## src/rtl/uart_rx_fifo.sv

```systemverilog
// +--------------------------------------------------------------------------+
// | uart_rx_fifo: first-word-fall-through receive buffer behind the UART RX,  |
// | with RTS hysteresis, sticky overrun, character timeout and interrupt.     |
// | Revision: 1.0                                                            |
// +--------------------------------------------------------------------------+
`default_nettype none

module uart_rx_fifo #(
  parameter int DEPTH    = 16,
  parameter int RTS_HI   = 12,
  parameter int RTS_LO   = 8,
  parameter int IRQ_LVL  = 8,
  parameter int TO_TICKS = 640
) (
  input  logic                     clk,
  input  logic                     rst_n,
  input  logic                     tick,
  input  logic                     rx_done,
  input  logic [7:0]               rx_data,
  input  logic                     rx_perr,
  output logic                     rd_valid,
  input  logic                     rd_ready,
  output logic [7:0]               rd_data,
  output logic                     rd_perr,
  input  logic                     flush,
  input  logic                     ovr_clr,
  output logic [$clog2(DEPTH):0]   level,
  output logic                     full,
  output logic                     overrun,
  output logic                     timeout,
  output logic                     rts_n,
  output logic                     irq
);

  localparam int AW = $clog2(DEPTH);
  localparam int LW = AW + 1;
  localparam int CW = $clog2(TO_TICKS + 1);

  localparam logic [LW-1:0] C_DEPTH   = LW'(DEPTH);
  localparam logic [LW-1:0] C_RTS_HI  = LW'(RTS_HI);
  localparam logic [LW-1:0] C_RTS_LO  = LW'(RTS_LO);
  localparam logic [LW-1:0] C_IRQ_LVL = LW'(IRQ_LVL);
  localparam logic [CW-1:0] C_TO_MAX  = CW'(TO_TICKS);

  logic [8:0]    mem_q [DEPTH];
  logic [AW-1:0] wptr_q, wptr_d;
  logic [AW-1:0] rptr_q, rptr_d;
  logic [LW-1:0] level_q, level_d;
  logic [CW-1:0] cnt_q, cnt_d;
  logic          full_q, full_d;
  logic          overrun_q, overrun_d;
  logic          timeout_q, timeout_d;
  logic          rts_n_q, rts_n_d;
  logic          irq_q, irq_d;

  logic          empty;
  logic          do_push;
  logic          do_pop;
  logic          drop;
  logic          wr_en;
  logic [8:0]    head;

  always_comb begin
    empty   = (level_q == '0);
    do_pop  = ~empty & rd_ready;
    // A pop in the same cycle frees the slot, so a full FIFO still accepts.
    do_push = rx_done & (~full_q | do_pop);
    drop    = rx_done & full_q & ~do_pop & ~flush;
    wr_en   = do_push & ~flush;

    wptr_d  = wptr_q;
    rptr_d  = rptr_q;
    level_d = level_q;
    if (flush) begin
      wptr_d  = '0;
      rptr_d  = '0;
      level_d = '0;
    end else begin
      if (do_push) wptr_d = wptr_q + AW'(1);
      if (do_pop)  rptr_d = rptr_q + AW'(1);
      case ({do_push, do_pop})
        2'b10:   level_d = level_q + LW'(1);
        2'b01:   level_d = level_q - LW'(1);
        default: level_d = level_q;
      endcase
    end

    if (drop)         overrun_d = 1'b1;
    else if (ovr_clr) overrun_d = 1'b0;
    else              overrun_d = overrun_q;

    if (flush | do_push | do_pop | empty)
      cnt_d = '0;
    else if (tick && cnt_q != C_TO_MAX)
      cnt_d = cnt_q + CW'(1);
    else
      cnt_d = cnt_q;

    timeout_d = (cnt_d == C_TO_MAX) & (level_d != '0);

    if (level_d >= C_RTS_HI)      rts_n_d = 1'b1;
    else if (level_d <= C_RTS_LO) rts_n_d = 1'b0;
    else                          rts_n_d = rts_n_q;

    full_d = (level_d == C_DEPTH);
    irq_d  = (level_d >= C_IRQ_LVL) | overrun_d | timeout_d;
  end

  always_ff @(posedge clk or negedge rst_n) begin
    if (!rst_n) begin
      wptr_q    <= '0;
      rptr_q    <= '0;
      level_q   <= '0;
      cnt_q     <= '0;
      full_q    <= 1'b0;
      overrun_q <= 1'b0;
      timeout_q <= 1'b0;
      rts_n_q   <= 1'b0;
      irq_q     <= 1'b0;
    end else begin
      wptr_q    <= wptr_d;
      rptr_q    <= rptr_d;
      level_q   <= level_d;
      cnt_q     <= cnt_d;
      full_q    <= full_d;
      overrun_q <= overrun_d;
      timeout_q <= timeout_d;
      rts_n_q   <= rts_n_d;
      irq_q     <= irq_d;
    end
  end

  // Storage needs no reset: the pointers and level define what is valid.
  always_ff @(posedge clk) begin
    if (wr_en) mem_q[wptr_q] <= {rx_perr, rx_data};
  end

  assign head     = mem_q[rptr_q];
  assign rd_valid = ~empty;
  assign rd_data  = empty ? 8'h00 : head[7:0];
  assign rd_perr  = empty ? 1'b0  : head[8];
  assign level    = level_q;
  assign full     = full_q;
  assign overrun  = overrun_q;
  assign timeout  = timeout_q;
  assign rts_n    = rts_n_q;
  assign irq      = irq_q;

endmodule

`default_nettype wire
```

## config.mk

```make
export PLATFORM = sky130hd
export DESIGN_NAME = uart_rx_fifo
export DESIGN_NICKNAME = d
export VERILOG_FILES = /design/src/rtl/uart_rx_fifo.sv
export SDC_FILE = /design/constraint.sdc
export NUM_CORES = 1
export LEC_CHECK = 0
export CAP_MARGIN = 10
export CORE_MARGIN = 1
export CORE_UTILIZATION = 40
export CTS_CLUSTER_SIZE = 24
export DETAILED_ROUTE_END_ITERATION = 8
export GPL_ROUTABILITY_DRIVEN = 0
export SYNTH_ARGS = -nofsm -noshare
export SYNTH_HDL_FRONTEND = slang
export SYNTH_SLANG_ARGS = --single-unit
```

## constraint.sdc

```tcl
create_clock -name clk -period 3.5 [get_ports clk]
set_input_delay 0.875 -clock clk [delete_from_list [all_inputs] [get_ports clk]]
set_output_delay 0.875 -clock clk [all_outputs]
set_load 0.01 [all_outputs]
```

# [Word level (Yosys, flattened, before mapping)]
# Memory sizes are Yosys's and may differ from the RTL's.
# Index checks and enable logic that the tools add are counted.
[classes] n_addsub=5 order_cmp=3 n_eq_ne=5 mux=16 bitwise_logic=17 reduce_logical=6
[ops] cell="10-bit two-way mux" n=2
[ops] cell="4-bit two-way mux" n=4
[ops] cell="10-bit by 1-bit adder with 10-bit output (second input constant)" n=1
[ops] cell="10-bit == test (second input constant)" n=1
[ops] cell="5-bit by 4-bit greater-or-equal comparator with 1-bit output (second input constant)" n=2
[ops] cell="10-bit inequality test (second input constant)" n=1
[ops] cell="5-bit case mux with 2 select lines" n=1
[ops] cell="4-bit by 1-bit adder with 4-bit output (second input constant)" n=2
[ops] cell="8-bit two-way mux" n=1
[ops] cell="1-bit bitwise AND" n=7
[ops] cell="1-bit two-way mux" n=7
[ops] cell="1-bit OR" n=6
[ops] cell="2-bit nonzero test" n=3
[ops] cell="5-bit by 1-bit adder with 5-bit output (second input constant)" n=1
[ops] cell="5-bit == test (second input constant)" n=1
[ops] cell="5-bit by 4-bit <= comparator with 1-bit output (second input constant)" n=1
[ops] cell="5-bit zero test" n=1
[ops] cell="5-bit two-way mux" n=1
[ops] cell="5-bit nonzero test" n=1
[ops] cell="5-bit by 1-bit subtractor with 5-bit output (second input constant)" n=1
[ops] cell="1-bit inverter" n=4
[ops] cell="2-bit by 1-bit == test with 1-bit output (second input constant)" n=1
[ops] cell="2-bit == test (second input constant)" n=1
[ops] cell="1-bit logical AND" n=1
[totals] ff_bits=28 mem_bits_rw=144 inputBits=16 output_inout_bits=20 elab_cells=62 n_memories=1
[memory_table] memory="mem_q" depth=16 word_bits=9 read_ports=1 rd_clocked_by_memory_dff=0 write_ports=1 line_no="45" rtl="logic [8:0] mem_q [DEPTH];"

# [Logic depth before layout (Yosys ltp)]
[depth] word_depth=12 depth_mapped=16 ltp_nobuf=14

# [Worst setup path after synthesis]
# No wires, ideal clock.
[synth_path] path_kind="register to register" start="register level_q[1] (netlist: level[1])" end="register full_q (netlist: full)" setup_time_ps=119 arrival_ps=3320 required_time_ps=3381 path_slack_ps=61 path_stages_with_launch=17 n_path_buf=2 synth_period_minus_slack_ps=3439 cell_sequence="dfrtp_1 buf_6 or4_1 o21ai_2 a21boi_1 inv_1 ha_1 buf_2 xor2_1 ha_1 or4_1 mux2i_1 nor3b_1 mux2_4 nor2_4 inv_2 and2_1"
[synth_between] elab_chain_len=9 elab_cells_between_ends=12 classes_between="2 x add/sub; 3 x eq/ne; 2 x mux; 4 x bitwise; 1 x reduce/logical"
[synth_lines] item="from (decl)" line_no="48" rtl="logic [LW-1:0] level_q, level_d;"
[synth_lines] item="from (signal assigned)" line_no="123" rtl="level_q <= level_d;"
[synth_lines] item="5-bit zero test" line_no="64" rtl="empty = (level_q == '0);"
[synth_lines] item="1-bit inverter" line_no="65" rtl="do_pop = ~empty & rd_ready;"
[synth_lines] item="1-bit bitwise AND" line_no="65"
[synth_lines] item="1-bit OR" line_no="67" rtl="do_push = rx_done & (~full_q | do_pop);"
[synth_lines] item="1-bit bitwise AND" line_no="67"
[synth_lines] item="2-bit by 1-bit == test with 1-bit output or 2-bit == test (tied branches)" line_no="81" rtl="case ({do_push, do_pop})"
[synth_lines] item="5-bit case mux with 2 select lines (*)" line_no="81"
[synth_lines] item="5-bit two-way mux (*)" line_no="74" rtl="if (flush) begin"
[synth_lines] item="via level_d[4]" line_no="48"
[synth_lines] item="5-bit == test (*)" line_no="105" rtl="full_d = (level_d == C_DEPTH);"
[synth_lines] item="via full_d" line_no="50" rtl="logic full_q, full_d;"
[synth_lines] item="to (signal assigned)" line_no="125" rtl="full_q <= full_d;"
[synth_lines] item="to (decl)" line_no="50"
# The timed path passes the listed nets; every way through them passes the cells marked *.
# A chain may end at the register's enable or synchronous reset.

# [Worst setup path after layout]
[layout_path] start="register rptr_q[0]" end="output rd_perr"
[layout_between] elab_chain_len=2
[layout_lines] item="from (decl)" line_no="47" rtl="logic [AW-1:0] rptr_q, rptr_d;"
[layout_lines] item="from (signal assigned)" line_no="122" rtl="rptr_q <= rptr_d;"
[layout_lines] item="memory read 16 x 9 bit"
[layout_lines] item="1-bit two-way mux" line_no="141" rtl="assign rd_perr = empty ? 1'b0 : head[8];"
[layout_lines] item="to (decl)" line_no="24" rtl="output logic rd_perr,"
# Every way passes these cells.

==> flow_summary.toml <==
[run_status]
status = "completed"

[pwr]
p_clk_share_pct = 33.2
p_int_w = 0.00410
comb_power_share_pct = 25.1
leakage_nw = 3.08
p_seq_share_pct = 41.7
p_per_area_nw_per_um2 = 637
netSwitchingPower_w = 0.00152
sw_frac_of_total_pct = 27.1
ir_drop_v = 0.000407

[cts]
cts-htree-levels = 4
clk_pin_slew_worst_paths_ns = 0.06
cts_root_buf = "clkbuf_16"
numCtsBuffers = 17
insertion_delay_ns = 0.42
cts_sinks = 172
cts_tree = "built"
cts_buffer_depth = 2
ctsHoldBuffers = 0

[route]
drc_errors = 0
dr.pass1.iters = 4
num_vias = 3872
wire_per_inst_um = 20.6
drtAntennaViolNets = 0
drtIter0Drc = 238
wl_um = 15100
drt-vias-per-instance = 5.28

[critical_path]
path_cells = "buf_12 > buf_12 > mux4_2 > mux4_2 > nor2b_1 > dlygate4sd2_1"
crit_path_start_kind = "flip-flop"
required_ns = 2.62
r2r_slack_ns = 0.22
cp-endpoint = "rd_perr"
max_stage_delay_ns = 0.51
path_class = "reg -> out"
r2r-end = "full"
reg2reg_depth = 14
cp-startpoint = "rptr_q[0]"
cp-end-kind = "primary output"
slowest_stage = "mux4_2"
r2r-start = "level[2]"
crit_fanout = 6
crit_arrival_ns = 2.56

[logic_synthesis]
async_flop_share_pct = 16.3
synth_edf_count = 144
synthDistinctLibCells = 44
yosysWarnings = 0
syn_nets = 440
yosys_register_bits = 172
avgSynthCellArea_um2 = 17.6
ys_dominant_reg_cell = "edfxtp_1"
seq_area_frac_synth_pct = 69.1
syn-cell-area_um2 = 7270
syn_inst = 414

[global_routing]
grtUsageTotal_pct = 17.6
grtUsageMet2_pct = 29.6
antenna_found_initial = 0
met3_usage_pct = 4.56
grt_pass1_wl_um = 23100
first_global_vias = 4071
grt.overflow.total = 0
met1_usage_pct = 22.4
grt.busiest_layer = "met2"
grt_start_max_net_pins = 40

[place]
dp_hpwl_um = 9610
port-buffer-count = 35
place_inst = 697

[sta]
hold_violations = 0
max_slew_margin_pct = 58.5
tightest_slew_ns = 0.620
skew_ns = 0.00630
fin_crit_ns = 3.43
slew_violations = 0
max_freq_mhz = 291
hold_slack_ns = 0.596
setup_viol = 0
post-route-period-util_pct = 98.1

[floorplan]
rows = 48
initial_core_util_pct = 41.5
core_area_um2 = 17500
num_io_pins = 36
die_w_um = 137
die_area_um2 = 18700
fp.dieH_um = 137

[finish]
fin_cells = 734
nets = 522
syn2layout_area_growth_pct = 21.4
final_common_cell = "edfxtp_1"
drive_gt1_share_pct = 25.3
layout_common_cells = "edfxtp_1 (144), mux4_2 (45), buf_4 (37), nor2_1 (31), dfrtp_1 (27)"
n_antenna_cell = 0

[hold_path]
hp-class = "reg -> reg"
hp-start = "cnt_q[8]"

[run]
max-cap-violations = 0
cell usage after synthesis (2+ instances only):
library cell | n | area share [%]
clkbuf_1 | 4 | 0.21
nor2_4 | 2 | 0.31
mux2_2 | 2 | 0.31
mux2i_1 | 3 | 0.41
nand4_1 | 5 | 0.43
or4_1 | 3 | 0.31
buf_2 | 4 | 0.28
xor2_1 | 11 | 1.3
mux4_2 | 45 | 14
a21boi_0 | 2 | 0.21
nor3b_1 | 3 | 0.31
a211oi_1 | 2 | 0.21
ha_1 | 10 | 1.7
dfrtp_1 | 28 | 9.6
edfxtp_1 | 144 | 59
xnor2_1 | 7 | 0.84
nand3b_1 | 2 | 0.21
nor2_1 | 31 | 1.6
nand2b_1 | 2 | 0.17
o21ai_0 | 6 | 0.41
a21oi_1 | 10 | 0.69
nor2b_1 | 12 | 1.0
nand3_1 | 5 | 0.34
nand2_1 | 15 | 0.77
and2_1 | 18 | 1.5
inv_1 | 11 | 0.57
nor3_1 | 4 | 0.28
buf_1 | 4 | 0.21
buf_6 | 4 | 0.62
area by class of cell:
class	instances	area (um^2)
Inverter	12	45.0
Timing Repair Buffer	80	790
Fill cell	1476	8710
Multi-Input combinational cell	213	2100
Sequential cell	172	5030
Clock buffer	18	429
Tap cell	225	282
Clock inverter	14	156
per-layer routing:
metal	vias up	wire length, um	share of wire [%]
met2	100	7630	50
met5	-	0	0
met1	1991	6560	43
li1	1767	-	-
met4	0	196	1.3
met3	14	741	4.9
registers in the layout (all words and copies together) (netlist names):
| name | count |
|---|---|
| mem_q | 144 |
| cnt_q | 10 |
| level | 5 |
| rptr_q | 4 |
| wptr_q | 4 |
| full | 1 |
| irq | 1 |
| overrun | 1 |
| rts_n | 1 |
| timeout | 1 |
power by group through the flow:
stage / Combinational (W) / Clock (W) / Sequential (W)
after global placement: 0.00135 / 0 / 0.00240
after global routing: 0.00154 / 0.00198 / 0.00235
after CTS: 0.00139 / 0.00191 / 0.00235
final: 0.00141 / 0.00187 / 0.00234
after floorplan: 0.000781 / 0 / 0.00240
after detailed placement: 0.00137 / 0 / 0.00240
kinds of logic after synthesis:
group / after synthesis / synth area share (%)
AO/OA/AOI/OAI: 27 / 2.22
XOR/XNOR: 18 / 2.17
adder cells (fa/ha/maj): 10 / 1.72
buffers and inverters: 29 / 2.03
flip-flops: 172 / 69.1
multiplexers: 51 / 14.9
AND/OR/NAND/NOR: 107 / 7.87
metrics by stage:
step	cell area (um^2)	setup WS, ns	TNS [ns]	utilization (%)	total power [W]
6_report	8820	0.0653	0	50.3	0.00562
5_1_grt	8820	-0.00223	-0.00256	50.3	0.00587
4_1_cts	8770	0.0208	0	50.0	0.00564
3_5_place_dp	8140	-0.207	-0.641	46.4	0.00377
3_3_place_gp	8140	-0.129	-0.288	46.4	0.00375
2_1_floorplan	7270	0.0608	0	-	0.00319
worst max-delay path, delay by kind of cell, from the launching register on:
| family | cells | cell delay [ns] |
|---|---|---|
| AND/OR/NAND/NOR | 1 | 0.16 |
| flip-flops | 1 | 0.39 |
| buffers and inverters | 3 | 0.58 |
| multiplexers | 2 | 1.00 |
timing repair:
item | 4_1_cts | 5_1_grt
setup buffers | 2 | 0
pin swaps | 0 | 0
cloned | 1 | 2
hold endpoints to repair | 0 | 0
resized for setup | 10 | 4
setup endpoints to repair | 9 | 3
how the worst min path moves through the flow:
stage	slack, ns	endpoint	cells past startpoint
5_1_grt	0.63	cnt_q[8]	2
3_5_place_dp	0.59	cnt_q[8]	2
6_report	0.60	cnt_q[8]	2
4_1_cts	0.60	cnt_q[8]	2
3_3_place_gp	0.56	cnt_q[9]	2
2_1_floorplan	0.54	cnt_q[9]	2
Note: power is estimated with default switching activity, not from simulation.
==> RTL edit 1, RTL diff (config.mk and constraints unchanged) <==
Reset style: synchronous (`rst_n`), changed in one clocked block.
--- a/src/rtl/uart_rx_fifo.sv
+++ b/src/rtl/uart_rx_fifo.sv
@@ -107,5 +107,5 @@
   end
 
-  always_ff @(posedge clk or negedge rst_n) begin
+  always_ff @(posedge clk) begin
     if (!rst_n) begin
       wptr_q    <= '0;
Behaviour: differs if rst_n is asserted again (counterexample within 4 cycles, from zero or initial values and one cycle with rst_n low); with rst_n held inactive, the same outputs for 4 cycles.
==> RTL edit 1 against the unedited design <==
Design area up 0.78%. First-iteration DRC count decreased by 12%. Worst setup slack got worse by 0.0051 ns. Area after synthesis fell by 0.28%. Sequential cell count grew 4. Wire length down 3.7%. Die area is 0.27% lower. Critical endpoint is now rd_data[4].
Power is not compared: it rests on default switching activity, and its combinational part moved more than twofold at a synthesized area within 25%.
==> RTL edit 1: results <==
metrics = {
    "yosys": {
        "synth_seq_cells": 176,
        "synth_compound_area_share_pct": 2.69,
        "ys_async_sr_fraction_pct": 0,
        "synth_cell_types": 51,
        "seq_area_frac_synth_pct": 68.5,
        "synth_fa_ha_area_share_pct": 1.73,
        "synth_commonest_cells": "edfxtp_1 (144), mux4_2 (45), nor2_1 (41)",
        "ys_top_cells_by_area": "edfxtp_1 (60%), mux4_2 (14%), dfxtp_1 (8.8%)",
    },
    "timing": {
        "skew_ns": 0.0155,
    },
    "finish": {
        "area_share_nonclk_buffers_pct": 9.21,
        "num-nonclk-inverters": 11,
        "multi_input_cells": 220,
        "buffers": 87,
        "multi_input_area_um2": 2180,
        "seq_area_share_pct": 55.9,
        "layout-drive-gt1-share_pct": 27.6,
        "clk_share_pct": 6.80,
    },
    "outcome": {
        "outcome": "finished, final reports clean",
    },
    "placed_design": {
        "dpl_cell_area_um2": 8180,
    },
    "route": {
        "drt-initial-drc-count": 209,
        "routed_wl_mm": 14.6,
        "vias": 3903,
    },
    "global_routing": {
        "grt_first_pass_wirelength_mm": 22.5,
        "track_usage_pct": 17.0,
        "grt_pass1_vias": 3996,
    },
}
==> RTL edit 1: cell count changes in the layout (fill, tap and decap cells not counted), moves of 9 or more <==
cell / unedited run / this run
nor2b_1: 12 / 3
dfrtp_1: 27 / 0
nor2_1: 31 / 41
buf_4: 37 / 46
dfxtp_1: 0 / 31
==> RTL edit 1: logic make-up (layout without fill, tap and decap cells) <==
kind of cell,count (synthesis),after routing
DFF,176,176
muxes,54,54
xor gates and xnor gates,15,15
and+or+nand+nor,115,115
buffers and inverters,29,130
adders and majority gates,10,10
AOI/OAI and AO/OA,26,26
==> RTL edit 1: metrics by stage <==
step	cells	total power [mW]	hold WS, ns	setup WS [ns]	setup TNS (ns)
after floorplan	425	2.45	0.468	0.0263	0
after global routing	751	4.59	0.548	-0.0215	-0.0936
final	751	4.44	0.520	0.0602	0
after detailed placement	713	2.57	0.498	-0.313	-0.917
after global placement	713	2.56	0.506	-0.270	-0.732
after CTS	748	4.48	0.512	-0.000104	-0.000104
==> RTL edit 1: per-layer routing <==
metal / track usage [%] / vias up / wire [µm]
met5: 0 / - / 0
met4: 5.19 / 0 / 144
met3: 3.89 / 12 / 639
met2: 29.4 / 75 / 7480
met1: 21.2 / 1982 / 6300
li1: - / 1834 / -
==> RTL edit 1: timing repair <==
item | 4_1_cts | 5_1_grt
cloned | 2 | 1
pin swaps | 0 | 4
endpoints found under the setup margin | 9 | 10
resized for setup | 11 | 6
buffers inserted | 1 | 2
==> RTL edit 1: worst paths after layout <==
path / start / to / cells past startpoint
worst min-delay path: rptr_q[1] / rptr_q[1] / 2
worst max register to register: level[0] / irq / 13
worst max-delay path: register / rd_data[4] / 6
worst min register to register: rptr_q[1] / rptr_q[1] / 2
==> RTL edit 2, RTL diff (same flow settings) <==
Made on the original files. `DEPTH`: 16 -> 64.
--- a/src/rtl/uart_rx_fifo.sv
+++ b/src/rtl/uart_rx_fifo.sv
@@ -7,5 +7,5 @@
 
 module uart_rx_fifo #(
-  parameter int DEPTH    = 16,
+  parameter int DEPTH    = 64,
   parameter int RTS_HI   = 12,
   parameter int RTS_LO   = 8,
Ports: changed (resized level); port bits go from 36 to 38. No check against the original RTL was run, so the function may have changed too.
==> RTL edit 2 against the unedited design <==
The run now ends with negative setup slack left. Critical path type unchanged. First-iteration DRC count rose to 5.3 times the old value. Worst setup slack worse by 0.53 ns. Area after synthesis rose to 3.3 times the old value. Highest routed layer unchanged. Total power rose to 3.4 times the old value. Wire length grew to 3.7 times the old value. Design area grew to 3.3 times the old value. Largest cell class unchanged. Count of clock-buffer cells in the layout rose by 60. Critical endpoint is now rd_data[0]. Sequential cell count up 438.
==> RTL edit 2: results <==
metrics = {
    "outcome": {
        "outcome": "finished with violations",
        "violations": "negative setup slack",
    },
    "clocking": {
        "clk_latency_ns": 0.60,
        "htree_levels": 3,
        "cts_max_path_buffers": 3,
        "numCtsBuffers": 66,
    },
    "placed_design": {
        "preCtsSetupSlack_ns": -0.290,
        "place_hpwl_mm": 34.9,
        "io_buffers": 37,
        "dpl_cell_area_um2": 26800,
        "dp_cells": 2069,
    },
    "critical_path": {
        "r2r_end": "irq",
        "reg2reg_from": "level[0]",
        "critPathMaxStageDelay_ns": 0.55,
        "critPathMaxFanout": 7,
        "regToRegSetupSlack_ns": 0.36,
        "reg2regPathDepth": 13,
        "crit_end": "rd_data[0]",
        "crit_arrival_ns": 3.09,
    },
    "finish": {
        "layout-drive-gt1-share_pct": 34.3,
        "fin_nets": 1394,
        "final_cells": 2197,
        "largest_register_ffs": 576,
    },
    "timing": {
        "skew_ns": 0.0258,
        "setup_violations": 9,
        "tightest_slew_ns": 1.02,
        "tns_ns": -3.93,
        "setup_slack_ns": -0.463,
    },
    "yosys": {
        "synth_xor_xnor_area_share_pct": 0.793,
        "synth_edf_count": 576,
        "synth_compound_area_share_pct": 1.35,
        "syn_nets": 1185,
        "seq_area_frac_synth_pct": 74.7,
        "synthMuxAreaShare_pct": 17.6,
        "synth.avg_cell_area_um2": 20.9,
        "synth_fa_ha_area_share_pct": 0.360,
        "synth_commonest_cells": "edfxtp_1 (576), mux4_2 (180), nor2_1 (96)",
        "ys_async_sr_fraction_pct": 5.57,
        "synth_cell_types": 49,
    },
    "global_routing": {
        "track_usage_pct": 18.6,
        "grt_pass1_vias": 12405,
        "antenna_found_initial": 0,
        "grt_first_pass_wirelength_mm": 83.7,
        "grt_max_degree": 65,
    },
    "power_and_ir_drop": {
        "ir_worst_vdd_mv": 0.339,
        "p_leak_nw": 9.29,
    },
    "route": {
        "firstDrtPassIters": 5,
        "drt-initial-drc-count": 1270,
        "viasPerCell": 5.54,
        "routed_wl_mm": 56.1,
    },
}
## RTL edit 2: changes by cell type after synthesis, moves of 15 or more
cell | before | now
and2_1 | 18 | 2
clkbuf_1 | 4 | 20
edfxtp_1 | 144 | 576
mux2i_1 | 3 | 22
mux4_2 | 45 | 180
nand2_1 | 15 | 30
nor2_1 | 31 | 96
## RTL edit 2: routing by layer
metal | GRT usage (%) | vias up | part of all wire [%]
met5 | 0 | - | 0
met4 | 4.67 | 0 | 1.9
met1 | 26.1 | 6485 | 44
met2 | 30.0 | 372 | 49
met3 | 3.35 | 81 | 5.3
li1 | - | 5228 | -
## RTL edit 2: area by class of cell
type / instances / area (µm²)
multi-input combinational: 480 / 5930
clock inverter: 43 / 363
clock buffer: 78 / 1740
fill: 4825 / 30300
timing repair buffer: 203 / 1960
inverter: 10 / 37.5
tap: 773 / 967
sequential: 610 / 18200
## RTL edit 2: worst register-to-register path, stage by stage, from the launching register on
cell,delay [ns]
dfrtp_1,0.52
nor3_2,0.27
a21bo_2,0.22
buf_4,0.13
inv_1,0.07
ha_1,0.20
xor2_1,0.16
ha_1,0.21
or3_1,0.33
a21oi_2,0.19
nor3_1,0.07
nand4b_1,0.23
nor3_2,0.27
o211ai_1,0.13
## RTL edit 2: worst min-delay path by stage
stage / from / end / slack [ns] / depth (start not counted)
4_1_cts: rptr_q[4] / rptr_q[4] / 0.57 / 2
3_5_place_dp: rptr_q[4] / rptr_q[4] / 0.55 / 2
6_report: rptr_q[4] / rptr_q[4] / 0.57 / 2
5_1_grt: cnt_q[9] / cnt_q[9] / 0.61 / 2
3_3_place_gp: rptr_q[4] / rptr_q[4] / 0.56 / 2
2_1_floorplan: rptr_q[5] / rptr_q[5] / 0.52 / 2
## RTL edit 2: power by group
group	total, mW	leakage, nW	internal (mW)	switching, mW
combinational	4.33	2.63	2.15	2.18
sequential	8.17	5.64	8.08	0.0863
clock	6.74	1.02	3.88	2.85
total	19.2	9.29	14.1	5.12
## RTL edit 2: logic make-up after synthesis
kind of cell             Yosys count
buffers and inverters             72
XOR/XNOR                          22
adder cells (fa/ha/maj)            7
AO/OA/AOI/OAI                     51
AND/OR/NAND/NOR                  197
flip-flops                       610
multiplexers                     203
## RTL edit 2: timing repair
item | in CTS | in global routing
gates cloned | 6 | 0
setup endpoints to repair | 9 | 13
setup buffers | 3 | 0
pin swaps | 0 | 0
gates resized for setup | 53 | 12
